File: config.mk
export PLATFORM = sky130hd
export DESIGN_NAME = ps2_mouse_packet_decoder
export DESIGN_NICKNAME = d
export VERILOG_FILES = /design/src/rtl/ps2_mouse_packet_decoder.sv
export SDC_FILE = /design/constraint.sdc
export NUM_CORES = 1
export LEC_CHECK = 0
export BUFFER_PORTS_ARGS = -buffer_cell sky130_fd_sc_hd__buf_4
export CAP_MARGIN = 25
export CORE_UTILIZATION = 35
export DETAILED_ROUTE_END_ITERATION = 12
export HOLD_SLACK_MARGIN = 0.1
export SLEW_MARGIN = 20
export SYNTH_ARGS = -nofsm -noshare
export SYNTH_HDL_FRONTEND = slang
export SYNTH_SLANG_ARGS = --single-unit
File: constraint.sdc
create_clock -name clk_i -period 4.03 [get_ports clk_i]
set_clock_uncertainty 0.15 [all_clocks]
set_input_delay 0.403 -clock clk_i [delete_from_list [all_inputs] [get_ports clk_i]]
set_output_delay 0.403 -clock clk_i [all_outputs]
set_load 0.01 [all_outputs]
File: src/rtl/ps2_mouse_packet_decoder.sv
// PS/2 mouse 3-byte packet decoder: signed X/Y velocities (Y down), buttons, strobes.
// Optional inter-byte timeout compiled in with `define PS2_PACKET_TIMEOUT_EN.
module ps2_mouse_packet_decoder #(
    parameter int TIMEOUT_CYCLES = 2000000
) (
    input  logic       clk_i,
    input  logic       reset_i,
    input  logic [7:0] rx_data_i,
    input  logic       rx_valid_i,
    output logic [8:0] x_velocity_o,
    output logic [8:0] y_velocity_o,
    output logic       left_button_o,
    output logic       right_button_o,
    output logic       middle_button_o,
    output logic       update_position_o,
    output logic       packet_error_o
);

    typedef enum logic [1:0] {WAIT_B0, WAIT_B1, WAIT_B2} state_t;

    state_t     state;
    state_t     state_next;
    logic [7:0] byte0;
    logic [7:0] byte1;
    logic       load;
    logic       sync_err;
    logic       timeout;
    logic [8:0] x_calc;
    logic [8:0] raw_y;
    logic [8:0] y_calc;
    logic       unused_sync;

    assign unused_sync = byte0[3];

`ifdef PS2_PACKET_TIMEOUT_EN
    localparam int CW = $clog2(TIMEOUT_CYCLES) + 1;
    logic [CW-1:0] gap_cnt;

    always_ff @(posedge clk_i) begin
        if (reset_i || state == WAIT_B0 || rx_valid_i || timeout)
            gap_cnt <= '0;
        else
            gap_cnt <= gap_cnt + CW'(1);
    end

    assign timeout = (state != WAIT_B0) && (gap_cnt == CW'(TIMEOUT_CYCLES - 1));
`else
    logic unused_timeout;
    assign unused_timeout = ^TIMEOUT_CYCLES;
    assign timeout = 1'b0;
`endif

    always_ff @(posedge clk_i) begin
        if (reset_i)
            state <= WAIT_B0;
        else
            state <= state_next;
    end

    always_comb begin
        state_next = state;
        load       = 1'b0;
        sync_err   = 1'b0;
        if (rx_valid_i) begin
            case (state)
                WAIT_B0: begin
                    if (rx_data_i[3])
                        state_next = WAIT_B1;
                    else
                        sync_err = 1'b1;
                end
                WAIT_B1: state_next = WAIT_B2;
                WAIT_B2: begin
                    state_next = WAIT_B0;
                    load       = 1'b1;
                end
                default: state_next = WAIT_B0;
            endcase
        end else if (timeout) begin
            state_next = WAIT_B0;
        end
    end

    // Byte2 is used straight from the bus in the cycle it arrives.
    always_comb begin
        if (byte0[6])
            x_calc = byte0[4] ? 9'h100 : 9'h0FF;
        else
            x_calc = {byte0[4], byte1};
        if (byte0[7])
            raw_y = byte0[5] ? 9'h100 : 9'h0FF;
        else
            raw_y = {byte0[5], rx_data_i};
        if (raw_y == 9'h100)
            y_calc = 9'h0FF;
        else
            y_calc = -raw_y;
    end

    always_ff @(posedge clk_i) begin
        if (reset_i) begin
            byte0             <= '0;
            byte1             <= '0;
            x_velocity_o      <= '0;
            y_velocity_o      <= '0;
            left_button_o     <= 1'b0;
            right_button_o    <= 1'b0;
            middle_button_o   <= 1'b0;
            update_position_o <= 1'b0;
            packet_error_o    <= 1'b0;
        end else begin
            if (rx_valid_i && state == WAIT_B0 && rx_data_i[3])
                byte0 <= rx_data_i;
            if (rx_valid_i && state == WAIT_B1)
                byte1 <= rx_data_i;
            update_position_o <= load;
            packet_error_o    <= sync_err | (timeout & ~rx_valid_i);
            if (load) begin
                x_velocity_o    <= x_calc;
                y_velocity_o    <= y_calc;
                left_button_o   <= byte0[0];
                right_button_o  <= byte0[1];
                middle_button_o <= byte0[2];
            end
        end
    end

endmodule

==> impl_metrics.ini <==
[sta]
fmax_ghz = 0.447
fin_setup_tns_ps = 0
slew_viol_final = 0
period_needed_ps = 2240
setup_viol_count_final = 0
hold_viol = 0
period_share = 0.555
relSlewSlack = 0.618
tightestPinTransition_ps = 571
rsz0062_at_grt = no

[routing]
vias_per_cell = 4.77
drtIter0Drc = 116
vias = 1375
drt_first_pass_iters = 4
detail_route.wl_per_cell_um = 12.6
ant_nets = 0
drt-total-wl_mm = 3.62
drcViolationCount = 0

[yosys]
syn-num-nets = 202
syn_avg_cell_area_um2 = 9.06
synth_cells = 190
synth_area_um2 = 1720
yosysTopAreaCell = dfxtp_1
synth_seq_cells = 40
synth_area_leaders = dfxtp_1 (47%), nor2_1 (8.5%), mux2i_1 (6.4%)
ys_seq_area_frac = 0.465
synth.distinct_cells = 33
yosys_warnings = 0
synth-main-ff-cell = dfxtp_1
synthDominantCellAreaShare = 0.465
async_reset_ff_frac = 0
synth_edf_count = 0

[power_and_ir_drop]
p_int_uw = 578
finalPower_uw = 776
swShare = 0.255
p_comb_frac = 0.098
power.leakage_uw = 0.000834
p_per_area_nw_per_um2 = 372
peakVddDrop_uv = 128
seq_power_share = 0.534
switching_power_uw = 198
p_clk_frac = 0.368

[run]
maxCapViolations = 0

[finish]
nets = 232
area_growth_pct = 21.0
fillers = 495
utilization = 0.441
drive_gt1_frac = 0.244
final-seq-area_um2 = 801
multiInputGateArea_um2 = 827
antenna_cells = 0

[clocking]
cts_buffer_depth = 2
worstSkewPairLatency_ps = 300
tritoncts = yes
cts.clk_slew.worst_paths_ps = 80
cts-resized-gates = 0
cts_root_buf = clkbuf_8
cts_sinks = 40
numCtsBuffers = 5
hold_buffers = 0
cts_max_level = 2
post-cts-setup-buffer-count = 0

[critical_path]
cp_data_required_time_ps = 4110
r2r_slack_ps = 1790
critPathSlowestCell = dfxtp_1
reg2reg_depth = 6
timing.rr.end = y_velocity_o[0]
crit_type = flip-flop to flip-flop
regToRegStartpoint = byte0[7]
end_kind = flip-flop
cp.arrival_ps = 2320
critPathMaxFanout = 13
cp_cell_sequence = nand2_1 -> o21ai_0 -> ha_1 -> o21ai_2 -> o31a_4 -> a211oi_2
slowest_delay_ps = 580
start_kind = flip-flop

[min_path]
hp-class = primary input to flip-flop
whs_path_depth = 3
hp-start = rx_data_i[7]
whs_endpoint = byte0[7]

[grt]
grt.total_usage = 0.148
grt_pass1_wl_mm = 5.87
antenna_found_initial = 0
grt_overflow = 0
grt_pass1_vias = 1247
grt_start_max_net_pins = 41

[placement]
gp_congestion = 0.858
io_buffer_count = 33
place_hpwl_mm = 2.37

[run_status]
status = finished, final reports clean

[floorplan]
die_x_um = 72.1
start_util = 0.365
die_area_um2 = 5200
core_um2 = 4720
ioPinCount = 34
rows = 25
die_h_um = 72.1
-- metal layers --
| layer | share of wire | up-vias | wire [um] | global-route usage |
|---|---|---|---|---|
| met5 | 0 | - | 0 | 0 |
| met4 | 0.021 | 0 | 75 | 0.0937 |
| met3 | 0.046 | 8 | 167 | 0.0361 |
| met2 | 0.43 | 34 | 1560 | 0.219 |
| met1 | 0.50 | 620 | 1820 | 0.193 |
| li1 | - | 713 | - | - |
-- through the flow --
step,std cells,instance area [um2],worst slack (ps),hold slack (ps)
floorplan,190,1720,2090,281
global placement,280,1990,1890,296
detailed placement,280,1990,1830,300
CTS,288,2080,1800,181
global route,288,2080,1610,188
finish,288,2080,1790,186
-- worst max-delay path: cells and delay by family (launching register included) --
kind	cells	cell delay, ps
AO/OA/AOI/OAI	4	920
flip-flops	1	580
adder cells (fa/ha/maj)	1	320
AND/OR/NAND/NOR	1	190
-- cells by family (layout without fill, tap and decap cells) --
kind of cell	Yosys count	count (layout)	synth area share
xor gates and xnor gates	5	5	0.0254
AOI/OAI and AO/OA	48	48	0.199
buffers and inverters	17	48	0.0581
and+or+nand+nor	68	68	0.181
muxes	11	11	0.0640
adders and majority gates	1	1	0.00727
DFF	40	40	0.465
-- cells in the mapped netlist (all sizes together) (4+ instances only) --
cell type and number:
nor2 39, dfxtp 40, a21oi 19, xnor2 4, a211oi 10, buf 6
inv 6, clkbuf 5, nand2 17, mux2i 11, o211ai 5, o21ai 7
-- registers in the layout, summed over array words and instances (netlist names) --
name / count
left_button_o: 1
y_velocity_o: 9
byte1: 8
middle_button_o: 1
update_position_o: 1
x_velocity_o: 9
right_button_o: 1
packet_error_o: 1
state: 2
byte0: 7
-- cells in the final DEF (no fill, tap or decap) --
cell        synthesis  layout
nand3_1             1       1
nor4b_1             1       1
and2_1              1       1
nor4bb_2            0       1
clkbuf_8            1       6
dfxtp_1            40      40
a211oi_2            6       6
o31a_4              1       1
inv_1               6       6
o32a_1              1       1
nand2_1            17      17
clkbuf_1            4       1
o21bai_1            2       2
buf_4               0      34
xor2_1              1       1
o21ai_0             6       6
o2bb2ai_1           2       2
o21ai_2             1       1
nor2_1             39      39
mux2i_1            11      11
nor3_1              1       1
a21oi_1            19      19
nor4_2              1       1
xnor2_1             4       4
o211ai_1            5       5
a211oi_1            4       4
clkinvlp_4          0       1
a31oi_1             1       1
nor3_2              1       1
nand3b_1            2       2
and3b_2             2       2
and4_1              1       1
ha_1                1       1
-- how the worst max path moves through the flow --
stage,start,cells after the start,slack [ps],to
3_3_place_gp,byte0[7],6,1890,y_velocity_o[0]
6_report,byte0[7],6,1790,y_velocity_o[0]
5_1_grt,byte0[7],6,1610,y_velocity_o[0]
3_5_place_dp,byte0[7],6,1830,y_velocity_o[1]
2_1_floorplan,byte0[7],7,2090,y_velocity_o[0]
4_1_cts,byte0[7],6,1800,y_velocity_o[0]
-- layout make-up --
| class | count | area share |
|---|---|---|
| Multi-Input combinational cell | 133 | 0.397 |
| Tap cell | 67 | 0.0402 |
| Clock buffer | 7 | 0.0414 |
| Inverter | 6 | 0.0108 |
| Timing Repair Buffer | 34 | 0.123 |
| Sequential cell | 40 | 0.384 |
| Clock inverter | 1 | 0.00360 |
-- power by group through the flow --
stage,Clock (uW),Sequential [uW],Combinational (uW)
floorplan,0,422,49.9
global placement,0,423,76.7
detailed placement,0,423,76.4
CTS,292,414,76.8
global route,310,416,84.4
finish,286,414,76.2
(Power assumes the default switching activity.)
